### src/rtl/mem_loader.sv
// Boot-time program loader: packs a big-endian byte stream into 16-bit words and
// writes them to consecutive addresses, optionally reading each one back.
module mem_loader #(
  parameter bit VERIFY = 1'b1
) (
  input  logic        clk,
  input  logic        rst,
  input  logic        start,
  input  logic [15:0] base_addr,
  input  logic [15:0] word_count,
  input  logic        byte_valid,
  input  logic [7:0]  byte_data,
  output logic        byte_ready,
  output logic        mem_addr_en,
  output logic [15:0] mem_addr,
  output logic        mem_in_en,
  output logic [15:0] mem_in,
  output logic        mem_out_en,
  input  logic [15:0] mem_out,
  output logic        busy,
  output logic        done,
  output logic        error,
  output logic [15:0] err_addr
);

  typedef enum logic [2:0] {IDLE, HI, LO, ADDR, WRITE, CHECK, DONE} state_t;

  state_t      state;
  state_t      nxt;
  logic [15:0] ptr;
  logic [15:0] remaining;
  logic [15:0] word;
  logic        advance;

  assign advance = (state == CHECK) || ((state == WRITE) && !VERIFY);

  always_comb begin
    nxt = state;
    case (state)
      IDLE:    if (start) nxt = (word_count != '0) ? HI : DONE;
      HI:      if (byte_valid) nxt = LO;
      LO:      if (byte_valid) nxt = ADDR;
      ADDR:    nxt = WRITE;
      WRITE:   if (VERIFY) nxt = CHECK;
               else        nxt = (remaining == 16'd1) ? DONE : HI;
      CHECK:   nxt = (remaining == 16'd1) ? DONE : HI;
      DONE:    nxt = IDLE;
      default: nxt = IDLE;
    endcase
  end

  // Outputs are registered from the next state so they line up with the state
  // they decode while staying glitch-free at the memory port.
  always_ff @(posedge clk or negedge rst) begin
    if (!rst) begin
      state       <= IDLE;
      ptr         <= '0;
      remaining   <= '0;
      word        <= '0;
      error       <= 1'b0;
      err_addr    <= '0;
      byte_ready  <= 1'b0;
      mem_addr_en <= 1'b0;
      mem_addr    <= '0;
      mem_in_en   <= 1'b0;
      mem_in      <= '0;
      mem_out_en  <= 1'b0;
      busy        <= 1'b0;
      done        <= 1'b0;
    end else begin
      state <= nxt;
      case (state)
        IDLE: if (start) begin
          ptr       <= base_addr;
          remaining <= word_count;
          error     <= 1'b0;
          err_addr  <= '0;
        end
        HI:    if (byte_valid) word[15:8] <= byte_data;
        LO:    if (byte_valid) word[7:0]  <= byte_data;
        CHECK: if ((mem_out != word) && !error) begin
          error    <= 1'b1;
          err_addr <= ptr;
        end
        default: ;
      endcase
      if (advance) begin
        ptr       <= ptr + 16'd1;
        remaining <= remaining - 16'd1;
      end
      byte_ready  <= (nxt == HI) || (nxt == LO);
      mem_addr_en <= (nxt == ADDR);
      mem_addr    <= (nxt == ADDR) ? ptr : '0;
      mem_in_en   <= (nxt == WRITE);
      mem_in      <= (nxt == WRITE) ? word : '0;
      mem_out_en  <= (nxt == CHECK);
      busy        <= (nxt != IDLE);
      done        <= (nxt == DONE);
    end
  end

endmodule

### config.mk
export PLATFORM = sky130hd
export DESIGN_NAME = mem_loader
export DESIGN_NICKNAME = d
export VERILOG_FILES = /design/src/rtl/mem_loader.sv
export SDC_FILE = /design/constraint.sdc
export NUM_CORES = 1
export LEC_CHECK = 0
export CAP_MARGIN = 20
export CORE_MARGIN = 3
export CORE_UTILIZATION = 54
export DETAILED_ROUTE_END_ITERATION = 12
export PLACE_DENSITY = 0.86
export SLEW_MARGIN = 15
export SYNTH_ARGS = -nofsm -noshare
export SYNTH_HDL_FRONTEND = slang
export SYNTH_SLANG_ARGS = --single-unit
### constraint.sdc
create_clock -name clk -period 3.5 [get_ports clk]
set_clock_uncertainty 0.05 [all_clocks]
set_input_delay 0.7 -clock clk [delete_from_list [all_inputs] [get_ports clk]]
set_output_delay 0.7 -clock clk [all_outputs]
set_load 0.01 [all_outputs]
Yosys cells after proc, flatten, opt, wreduce, memory -nomap -nowiden
Cells that the tools add are included.
{"block": "classes", "n_addsub": 2, "reduce_logical": 12, "n_eq_ne": 15, "n_mux": 20}
{"operator": "$mux 16", "n": 10}
{"operator": "$pmux 16 s2", "n": 1}
{"operator": "$pmux 3 s6", "n": 1}
{"operator": "$add 16x1->16 const B", "n": 1}
{"operator": "$eq 16x1->1 const B", "n": 1}
{"operator": "$ne 16x16->1", "n": 1}
{"operator": "$reduce_bool 16->1", "n": 1}
{"operator": "$sub 16x1->16 const B", "n": 1}
{"operator": "$eq 3x3->1 const B", "n": 5}
{"operator": "$mux 3", "n": 5}
{"operator": "$eq 3x2->1 const B", "n": 4}
{"operator": "$eq 3x1->1 const B", "n": 2}
{"operator": "$reduce_and 2->1", "n": 3}
{"operator": "$reduce_bool 2->1", "n": 2}
{"operator": "$logic_not 3->1", "n": 1}
{"operator": "$reduce_and 3->1", "n": 1}
{"operator": "$reduce_bool 3->1", "n": 1}
{"operator": "$mux 1", "n": 2}
{"operator": "$ne 2x1->1 const B", "n": 1}
{"operator": "$ne 2x2->1 const B", "n": 1}
{"operator": "$pmux 1 s2", "n": 1}
{"operator": "$logic_and 1x1->1", "n": 1}
{"operator": "$logic_not 1->1", "n": 1}
{"operator": "$logic_or 1x1->1", "n": 1}
{"block": "word_totals", "ff_bits": 106, "elab_cells": 64, "in_bits": 60, "out_inout_bits": 55}

Logic depth before layout (Yosys ltp)
Gate-level depths: netlist (run 1).
{"block": "logic_depth", "ltp_word": 6, "mapped_depth": 8, "depth_no_buf": 6}

Worst setup path after synthesis (run 1)
Ideal clock, no wire load.
{"block": "synth_path", "path_type": "flip-flop to flip-flop", "from": "reg remaining[2]", "to": "reg remaining[15]", "path_buffers": 2, "period_less_slack_ns": 2.358, "setup_ns": 0.119, "t_required_ns": 3.331, "t_arrival_ns": 2.189, "path_slack_ns": 1.142, "path_stages_with_launch": 8, "path_cell_list": "dfrtp_1 -> buf_6 -> or4_4 -> or3_1 -> buf_2 -> or4_4 -> o22ai_1 -> o21ba_1"}
{"block": "synth_via", "elab_chain_len": 2}
{"item": "start, declared", "line_no": "31", "source": "logic [15:0] remaining;"}
{"item": "start signal, assigned", "line_no": "75", "source": "remaining <= word_count;"}
{"item": "start signal, assigned", "line_no": "89", "source": "remaining <= remaining - 16'd1;"}
{"item": "$sub 16x1->16", "line_no": "89"}
{"item": "$mux 16", "line_no": "87", "source": "if (advance) begin"}
No other way between the ends.
A chain may end at the register's enable or synchronous reset.

Worst setup path after layout (run 1)
{"block": "layout_path", "from": "in word_count[0]", "to": "reg done"}
{"block": "layout_via", "elab_chain_len": 5}
{"item": "start, declared", "line_no": "10", "source": "input logic [15:0] word_count,"}
{"item": "$reduce_bool 16->1", "line_no": "40", "source": "IDLE: if (start) nxt = (word_count != '0) ? HI : DONE;"}
{"item": "$mux 3 (2 in a row)", "line_no": "40"}
{"item": "$pmux 3 s6", "line_no": "39", "source": "case (state)"}
{"item": "$eq 3x3->1", "line_no": "98", "source": "done <= (nxt == DONE);"}
{"item": "end signal, assigned", "line_no": "98"}
{"item": "end, declared", "line_no": "21", "source": "output logic done,"}
No other way between the ends.

==> metrics.md, run 1 <==
| Metric | Value |
|---|---|
| Syn. warnings | `0` |
| Worst path arrival time | `2.75 ns` |
| First-pass GRT wire length | `20000 um` |
| Die height | `100 um` |
| Post-route ant nets | `0` |
| Post-synthesis cell count | `451` |
| Register-to-Register Path Depth | `5` |
| Post-detail-place hpwl | `8600 um` |
| Core footprint | `0.00838 mm2` |
| Mapped Area | `0.00478 mm2` |
| Fmax | `397 MHz` |
| Actual slew at the worst max-slew pin | `0.865 ns` |
| FP Rows | `33` |
| Setup violations, final | `0` |
| Rel. slew slack | `42.3%` |
| Global-route usage over all layers | `25.4%` |
| WL/cell | `18.1 um` |
| Clk sink count | `106` |
| Root Driver | `clkbuf_8` |
| Setup tns final | `0 ns` |
| Die width | `100 um` |
| Crit. End Element | `flip-flop` |
| Layout net count | `624` |
| Max cap viols | `0` |
| Ys flop type | `dfrtp_1` |
| LEAKAGE | `0.00274 uW` |
| Initial core utilization | `57.0%` |
| Post-CTS Repair Setup Buffers | `0` |
| Port bufs | `114` |
| FF-to-FF End | `remaining[15]` |
| Share of layout cells above drive strength 1 | `8.66%` |
| HP Class | `in2async` |
| Vias in the first global route | `3853` |
| Io pins | `115` |
| P&R area growth vs syn | `30.5%` |
| Clk buf depth | `2` |
| Syn avg cell area | `10.6 um2` |
| TritonCTS clock tree | `done` |
| Worst-Skew Late Latency | `0.37 ns` |
| CTS clock-pin slew for the worst setup and hold paths | `0.10 ns` |
| Num CTS Buffers | `9` |
| Final hold vios | `0` |
| Worst r2r src | `remaining[2]` |
| Filler cells | `600` |
| Cell area power density | `737 mW/mm2` |
| Worst-path fanout max | `4` |
| Max Slew Vio Count | `0` |
| Routed vias/inst | `5.80` |
| Reg2Reg Setup Slack | `1.02 ns` |
| Post-synth ARST share | `100%` |
| H-tree Lvls | `3` |
| Largest net degree at the start of global routing | `69` |
| Overall routed net length | `12100 um` |
| Synth Register Bits | `106` |
| Type of element launching the critical path | `primary input` |
| Grt ovf | `0` |
| Post-synthesis sequential area ratio | `55.5%` |
| Via count | `3889` |
| Post-CTS Hold Buffers | `0` |
| Initial DRT Pass Iterations | `4` |
| Number of flops mapped to enable cells by yosys | `0` |
| Antenna violations before repair | `0` |
| Critical path required time | `3.74 ns` |
| Ant. Diodes | `0` |
| Post-route clock period utilization | `71.9%` |
| Total power | `4600 uW` |
| Worst setup path class | `in2reg` |
| RePlAce Congestion | `0.897` |
| Initial DRC Count | `199` |
| Worst VDD drop | `0.461 mV` |
| Die Area | `0.0100 mm2` |
| # DRC | `0` |
| CTS resizes | `0` |
| Status | `complete, no violations` |
| RSZ-0062 raised after global routing | `no` |
| Yosys cell types | `49` |
| Syn nets | `514` |
| Post-route minimum period | `2.52 ns` |
cell families after synthesis:
logic type,synth area share [%]
AND/OR/NAND/NOR,20.0
flip-flops,55.5
AO/OA/AOI/OAI,9.87
buffers and inverters,3.59
multiplexers,7.33
XOR/XNOR,2.93
adder cells (fa/ha/maj),0.786
power by group:
| group | internal [uW] | switching, uW | leakage [uW] | total (uW) |
|---|---|---|---|---|
| clock | 360 | 431 | 0.000109 | 791 |
| sequential | 1660 | 448 | 0.00136 | 2110 |
| combinational | 871 | 823 | 0.00128 | 1690 |
| total | 2890 | 1700 | 0.00274 | 4600 |
through the flow:
| step | utilization, % | std cells | setup slack, ns | hold WS [ns] | area [um2] |
|---|---|---|---|---|---|
| 3_5_place_dp | 71.9 | 655 | 0.577 | 0.447 | 6020 |
| 4_1_cts | 74.4 | 671 | 0.962 | 0.415 | 6230 |
| 2_1_floorplan | - | 451 | 1.14 | 0.354 | 4780 |
| 6_report | 74.4 | 671 | 0.983 | 0.387 | 6230 |
| 3_3_place_gp | 71.9 | 655 | 0.649 | 0.440 | 6020 |
| 5_1_grt | 74.4 | 671 | 0.852 | 0.448 | 6230 |
routing by layer:
metal | up-vias | track usage (%) | share of wire [%] | wire [um]
met5 | - | 0 | 0 | 0
met2 | 149 | 41.9 | 49 | 6000
met4 | 0 | 8.50 | 2.0 | 240
li1 | 1802 | - | - | -
met3 | 20 | 4.03 | 5.8 | 700
met1 | 1918 | 34.7 | 43 | 5190
layout by cell type (no fill, tap or decap), drive strengths merged, types with 5 or more instances in the layout:
cell           count
nand3             14
clkdlybuf4s50    113
clkbuf            10
a21oi             15
and2              33
o211ai             6
buf               11
xnor2             16
nor2              34
o21ai             12
or4                5
dfrtp            106
nand2             45
nor4               6
mux2              16
a211oi             7
mux2i             17
nor3              11
nand4              7
or3                5
inv               20
synth_stat cells (all sizes together), types with 2 or more instances:
cell / instances / share of area, %
and4: 4 / 0.73
clkbuf: 20 / 1.6
mux2i: 17 / 3.6
and2: 33 / 4.3
nor4b: 3 / 0.55
o31ai: 2 / 0.31
ha: 3 / 0.79
a221oi: 2 / 0.37
nor3b: 2 / 0.31
buf: 5 / 0.60
xnor2: 16 / 2.9
a31oi: 3 / 0.39
a21oi: 15 / 1.6
a22oi: 3 / 0.47
mux2: 16 / 3.8
or3: 5 / 0.65
nor2: 34 / 2.7
a211oi: 7 / 1.1
nand4: 7 / 0.92
o21ai: 12 / 1.3
inv: 18 / 1.4
dfrtp: 106 / 56
a311oi: 4 / 0.73
a221o: 2 / 0.42
nand2: 45 / 3.5
nand3b: 2 / 0.31
o22ai: 2 / 0.26
nor3: 11 / 1.2
nor2b: 2 / 0.26
o211ai: 6 / 0.94
nand2b: 2 / 0.26
or4: 5 / 0.94
nor4: 6 / 0.79
and3b: 3 / 0.55
nand3: 14 / 1.5
o311ai: 3 / 0.55
o31a: 2 / 0.37
critical path, stage by stage:
cell             delay, ns
clkdlybuf4s50_1       0.44
or4_1                 0.52
nor4_1                0.48
or3b_2                0.48
a21oi_1               0.13
sequential cells by signal, indices dropped and copies added (netlist names):
name	cells
err_addr	16
mem_addr	16
mem_in	16
ptr	16
remaining	16
word	16
state	3
busy	1
byte_ready	1
done	1
error	1
mem_addr_en	1
mem_in_en	1
mem_out_en	1
cell type report:
| cell class | count | area [um2] | share of cell area (%) |
|---|---|---|---|
| flip-flops and latches | 106 | 2650 | 42.5 |
| multi-input cells | 302 | 1960 | 31.4 |
| repair buffers | 124 | 1210 | 19.5 |
| clock buffers | 10 | 138 | 2.21 |
| well taps | 105 | 131 | 2.11 |
| clock inverters | 6 | 72.6 | 1.16 |
| inverters | 18 | 67.6 | 1.08 |
worst max-delay path by stage:
stage	slack, ns	cells past startpoint	from	to
6_report	0.98	5	word_count[0]	done
5_1_grt	0.85	5	word_count[0]	done
4_1_cts	0.96	5	word_count[0]	done
3_5_place_dp	0.58	5	word_count[0]	done
3_3_place_gp	0.65	5	word_count[0]	done
2_1_floorplan	1.14	7	remaining[2]	remaining[15]
Note: power is estimated with default switching activity, not from simulation.
==> run 2: changes to the inputs <==
--- a/config.mk
+++ b/config.mk
@@ -7,9 +7,9 @@
 export LEC_CHECK = 0
 export CAP_MARGIN = 20
 export CORE_MARGIN = 3
-export CORE_UTILIZATION = 54
+export CORE_UTILIZATION = 50
 export DETAILED_ROUTE_END_ITERATION = 12
-export PLACE_DENSITY = 0.86
+export PLACE_DENSITY = 0.8
 export SLEW_MARGIN = 15
 export SYNTH_ARGS = -nofsm -noshare
 export SYNTH_HDL_FRONTEND = slang
==> constraint.sdc (replaced) <==
create_clock -name clk -period 2.5 [get_ports clk]
set_clock_uncertainty 0.05 [all_clocks]
set_input_delay 0.5 -clock clk [delete_from_list [all_inputs] [get_ports clk]]
set_output_delay 0.5 -clock clk [all_outputs]
set_load 0.01 [all_outputs]
==> run 2 against run 1 <==
Against the previous run:
- register-to-register slack worse by 0.87 ns
- clock power up 38%
- power up 41%
- combinational power up 48%
- sequential share of layout area down 0.85 points
- critical path type is now reg2reg
- critical endpoint is now remaining[15]
==> metrics.md, run 2 (synthesis results as in run 1) <==
| Metric | Value |
|---|---|
| H-tree Lvls | `3 (unchanged)` |
| Worst VDD drop | `0.620 mV (+35%)` |
| Initial DRT Pass Iterations | `5 (+1)` |
| Root Driver | `clkbuf_8` |
| Total power | `6460 uW (+41%)` |
| Initial DRC Count | `161 (-19%)` |
| Critical-path cell list | `or4_4, or3_1, or4_4, o22ai_1, o21ba_1` |
| TritonCTS clock tree | `done` |
| Overall routed net length | `11500 um (-5.2%)` |
| Largest net degree at the start of global routing | `47 (-32%)` |
| Clk buf depth | `2 (unchanged)` |
| Ant. Diodes | `0 (unchanged)` |
| Port bufs | `114 (unchanged)` |
| Most frequent cells in the layout | `clkdlybuf4s50_1, dfrtp_1, nand2_1` |
| Max Slew Vio Count | `0 (unchanged)` |
| Via count | `3855 (-0.87%)` |
| CP Launch Point | `remaining[4]` |
| # DRC | `0 (unchanged)` |
| Clk sink count | `106 (unchanged)` |
| Crit. End Element | `flip-flop` |
| First-pass GRT wire length | `19300 um (-3.2%)` |
| Rel. slew slack | `59.3% (+17 points)` |
| CP top delay family | `simple AND/OR/NAND/NOR gates` |
| Max cap viols | `0 (unchanged)` |
| Fin area | `0.00636 mm2 (+2.0%)` |
| Largest stage delay on the critical path | `0.55 ns (+0.03 ns)` |
| Worst-path fanout max | `5 (+1)` |
| Antenna violations before repair | `0 (unchanged)` |
| Die Area | `0.0108 mm2 (+7.5%)` |
| Die width | `104 um (+3.7%)` |
| Post-CTS Hold Buffers | `0 (unchanged)` |
| Setup violations, final | `0 (unchanged)` |
| Worst setup path class | `reg2reg` |
| Post-CTS Repair Setup Buffers | `0 (unchanged)` |
| Die height | `104 um (+3.7%)` |
| Share of layout cells above drive strength 1 | `9.93% (+1.3 points)` |
| Worst r2r src | `remaining[4]` |
| Global-route usage over all layers | `22.0% (-3.4 points)` |
| FP Rows | `35 (+6.1%)` |
| Type of element launching the critical path | `flip-flop` |
| Actual slew at the worst max-slew pin | `0.610 ns (-0.255 ns)` |
| Post-route ant nets | `0 (unchanged)` |
| Vias in the first global route | `3932 (+2.1%)` |
| Num CTS Buffers | `9 (unchanged)` |
| WL/cell | `16.4 um (-9.5%)` |
| Routed vias/inst | `5.48 (-5.4%)` |
| RSZ-0062 raised after global routing | `no` |
| Io pins | `115 (unchanged)` |
| Status | `complete, no violations` |
| CTS resizes | `0 (unchanged)` |
| Critical path required time | `2.71 ns (-1.03 ns)` |
| Post-route minimum period | `2.35 ns` |
| Hold WS | `0.0717 ns (-0.315 ns)` |
| Area after DPL | `0.00615 mm2 (+2.1%)` |
| LEAKAGE | `0.00279 uW (+1.8%)` |
| Post-detail-place hpwl | `8400 um (-2.3%)` |
| CP Buf/Inv Count | `0 (-1)` |
| RePlAce Congestion | `0.897 (about the same)` |
| Post-route clock period utilization | `94.1%` |
| Worst path arrival time | `2.57 ns (-0.18 ns)` |
| HP Class | `in2async` |
| P&R area growth vs syn | `33.2%` |
| Worst-Skew Late Latency | `0.36 ns (about the same)` |
| Cell area power density | `1020 mW/mm2 (+38%)` |
| Core footprint | `0.00928 mm2 (+11%)` |
| Final hold vios | `0 (unchanged)` |
| Initial core utilization | `51.5% (-5.5 points)` |
| Layout net count | `632 (+1.3%)` |
| CP most frequent cell | `or4_4` |
| CTS clock-pin slew for the worst setup and hold paths | `0.11 ns (about the same)` |
| Slowest stage cell, crit path | `or4_4` |
| Fmax | `425 MHz` |
| Commonest non-fill, non-tap cell in the layout | `clkdlybuf4s50_1` |
| Grt ovf | `0 (unchanged)` |
[run 2: changes by cell type in the layout (fill, tap and decap cells not counted), sizes merged]
cell	delta
buf	+8
clkbuf	-1
clkinv	-1
clkinvlp	+1
inv	+1
[run 2: stage by stage]
| step | TNS (ns) | cells | setup WS [ns] | utilization, % |
|---|---|---|---|---|
| after floorplan | 0 | 451 | 0.142 | - |
| after global placement | 0 | 687 | 0.0114 | 66.3 |
| after detailed placement | -0.0592 | 687 | -0.0592 | 66.3 |
| after CTS | 0 | 703 | 0.156 | 68.5 |
| after global routing | 0 | 703 | 0.104 | 68.5 |
| final | 0 | 703 | 0.147 | 68.5 |
[run 2: area by class of cell]
class / instances / area (um2)
flip-flops and latches: 106 / 2650
well taps: 129 / 161
clock inverters: 7 / 85.1
inverters: 18 / 67.6
clock buffers: 9 / 124
multi-input cells: 302 / 1960
repair buffers: 132 / 1310
fillers: 704 / 2920
[run 2: report_power, final]
group / leakage [uW] / total (uW) / switching (uW) / internal [uW]
Sequential: 0.00136 / 2880 / 548 / 2330
Combinational: 0.00133 / 2500 / 1200 / 1300
Clock: 0.000103 / 1090 / 606 / 481
[run 2: worst paths after layout]
path	end	slack, ns	cells after the start
min in group clk	mem_addr[15]	0.47	1
max in group asynchronous	word[9]	1.61	2
max	remaining[15]	0.15	5
min reg2reg	mem_addr[15]	0.47	1
min	mem_addr[6]	0.07	1
max reg2reg	remaining[15]	0.15	5
[run 2: routing by layer]
| metal | GRT usage (%) | part of all wire, % |
|---|---|---|
| met1 | 28.8 | 42 |
| met5 | 0 | 0 |
| met2 | 36.5 | 50 |
| met4 | 7.60 | 1.9 |
| met3 | 4.80 | 6.3 |
[run 2: worst register-to-register path, stage by stage (launching register included)]
cell and delay (ns):
dfrtp_1 0.44, or4_4 0.55, or3_1 0.40, or4_4 0.53, o22ai_1 0.13, o21ba_1 0.16
==> run 3: changes to the inputs <==
--- a/config.mk
+++ b/config.mk
@@ -8,8 +8,11 @@
 export CAP_MARGIN = 20
 export CORE_MARGIN = 3
 export CORE_UTILIZATION = 50
+export CTS_CLUSTER_SIZE = 16
 export DETAILED_ROUTE_END_ITERATION = 12
 export PLACE_DENSITY = 0.8
+export RECOVER_POWER = 100
+export REMOVE_ABC_BUFFERS = 1
 export SLEW_MARGIN = 15
 export SYNTH_ARGS = -nofsm -noshare
 export SYNTH_HDL_FRONTEND = slang
==> run 3 against run 2 <==
Against the previous run:
- the flow now finishes with violations (max-capacitance violations, max-slew violations)
- flip-flop and latch count stayed put
- fmax is 1.3% lower
- final cell count is 0.14% higher
- sequential share of layout area is 0.36 points higher
- count of clock-buffer cells in the layout is 1 higher
- highest routed layer unchanged
- largest cell class unchanged
==> metrics.md, run 3 (synthesis results as in run 1) <==
| Metric | Value |
|---|---|
| Antenna violations before repair | `0 (unchanged)` |
| First-pass GRT wire length | `19000 um (-1.5%)` |
| Critical path required time | `2.71 ns (about the same)` |
| Post-CTS Hold Buffers | `0 (unchanged)` |
| Commonest non-fill, non-tap cell in the layout | `dfrtp_1` |
| Largest stage delay on the critical path | `0.55 ns (about the same)` |
| Port bufs | `114 (unchanged)` |
| # DRC | `0 (unchanged)` |
| LEAKAGE | `0.00290 uW (+4.0%)` |
| Via count | `3887 (+0.83%)` |
| Worst VDD drop | `0.388 mV (-38%)` |
| Die height | `104 um (unchanged)` |
| Crit. End Element | `flip-flop` |
| Die Area | `0.0108 mm2 (unchanged)` |
| CTS resizes | `0 (unchanged)` |
| Initial core utilization | `51.5% (unchanged)` |
| Reg2Reg Setup Slack | `0.12 ns (-0.03 ns)` |
| CTS clock-pin slew for the worst setup and hold paths | `0.11 ns (about the same)` |
| TritonCTS clock tree | `done` |
| CP Depth | `5 (unchanged)` |
| Failing checks | `max-capacitance violations, max-slew violations` |
| Io pins | `115 (unchanged)` |
| Initial DRC Count | `146 (-9.3%)` |
| Initial DRT Pass Iterations | `4 (-1)` |
| Status | `finished with violations` |
| Max Slew Vio Count | `31 (+31)` |
| Slowest stage cell, crit path | `or4_4` |
| Most frequent cells in the layout | `dfrtp_1, dlygate4sd3_1, clkdlybuf4s50_1` |
| Register-to-Register Path Depth | `5 (unchanged)` |
| Root Driver | `clkbuf_8` |
| Routed vias/inst | `5.52 (+0.69%)` |
| Num CTS Buffers | `9 (unchanged)` |
| Clk sink count | `106 (unchanged)` |
| Core footprint | `0.00928 mm2 (unchanged)` |
| Layout net count | `633 (+0.16%)` |
| Worst-path fanout max | `5 (unchanged)` |
| CP top delay family | `simple AND/OR/NAND/NOR gates` |
| Setup tns final | `0 ns (unchanged)` |
| Post-CTS Repair Setup Buffers | `0 (unchanged)` |
| Final hold vios | `0 (unchanged)` |
| RePlAce Congestion | `0.875 (-2.5%)` |
| Critical-path cell list | `or4_4, or3_1, or4_1, o22ai_1, o21ba_1` |
| RSZ-0062 raised after global routing | `no` |
| Post-route ant nets | `0 (unchanged)` |
| Worst-Skew Late Latency | `0.36 ns (about the same)` |
| FP Rows | `35 (unchanged)` |
| Ant. Diodes | `0 (unchanged)` |
| HP Class | `reg2reg` |
| Final Core Density | `67.9% (-0.58 points)` |
| Share of layout cells above drive strength 1 | `8.70% (-1.2 points)` |
| Worst path arrival time | `2.59 ns (+0.02 ns)` |
| Worst setup path class | `reg2reg` |
| Cell area power density | `1000 mW/mm2 (-1.4%)` |
| Post-detail-place hpwl | `8310 um (-1.1%)` |
| Vias in the first global route | `3887 (-1.1%)` |
| WL/cell | `16.4 um (+0.36%)` |
| Fmax | `420 MHz (-1.3%)` |
| Type of element launching the critical path | `flip-flop` |
| Actual slew at the worst max-slew pin | `1.75 ns (+1.14 ns)` |
| Min-Delay Path Depth | `1` |
| Setup violations, final | `0 (unchanged)` |
| Overall routed net length | `11600 um (+0.50%)` |
| Global-route usage over all layers | `21.7% (-0.31 points)` |
| CP Buf/Inv Count | `0 (unchanged)` |
| Grt ovf | `0 (unchanged)` |
| Post-route minimum period | `2.38 ns (+0.0300 ns)` |
| Rel. slew slack | `-17.0% (-76 points)` |
| P&R area growth vs syn | `32.0%` |
| Die width | `104 um (unchanged)` |
| Max cap viols | `1 (+1)` |
| Largest net degree at the start of global routing | `57 (+21%)` |
| H-tree Lvls | `3 (unchanged)` |
| Post-route clock period utilization | `95.3% (+1.2 points)` |
| Clk buf depth | `2 (unchanged)` |
==> run 3: cell count changes in the layout (fill, tap and decap cells not counted), moves of 2 or more <==
cell,delta
clkdlybuf4s50_1,-57
clkinvlp_4,+2
buf_12,-2
buf_4,-7
clkbuf_1,+7
dlygate4sd3_1,+57
inv_6,-2
and2_1,-19
clkbuf_2,+3
and2_0,+19
==> run 3: stage by stage <==
| step | cells | setup WS, ns | total power [uW] | hold slack (ns) | instance area, um2 |
|---|---|---|---|---|---|
| global route | 704 | 0.0340 | 6730 | 0.481 | 6310 |
| detailed placement | 688 | -0.0640 | 5350 | 0.415 | 6150 |
| finish | 704 | 0.117 | 6310 | 0.466 | 6310 |
| floorplan | 426 | -1.53 | 4200 | 0.154 | 4670 |
| CTS | 704 | 0.162 | 6460 | 0.00578 | 6360 |
| global placement | 688 | -0.0223 | 5230 | 0.406 | 6150 |
==> run 3: worst paths after layout <==
path | startpoint | endpoint
setup / recovery | remaining[4] | remaining[15]
hold / removal | ptr[9] | mem_addr[9]
setup reg to reg | remaining[4] | remaining[15]
hold reg to reg | ptr[9] | mem_addr[9]
max in group asynchronous | rst | byte_ready
min in group asynchronous | rst | mem_addr[15]
==> run 3: cell type report <==
| cell class | count | area, um2 |
|---|---|---|
| clock inverters | 6 | 72.6 |
| flip-flops and latches | 106 | 2650 |
| well taps | 129 | 161 |
| fillers | 734 | 2980 |
| inverters | 18 | 67.6 |
| clock buffers | 10 | 138 |
| repair buffers | 133 | 1260 |
| multi-input cells | 302 | 1960 |
==> run 3: power breakdown <==
group	total (uW)	switching (uW)	internal (uW)
sequential	2900	568	2330
combinational	2310	1160	1150
clock	1110	607	501
==> run 3: routing by layer <==
layer / global-route usage [%] / share of wire (%) / vias to the layer above
met5: 0 / 0 / -
li1: - / - / 1820
met2: 38.0 / 51 / 122
met1: 27.8 / 42 / 1928
met4: 7.79 / 1.5 / 0
met3: 2.80 / 5.2 / 17
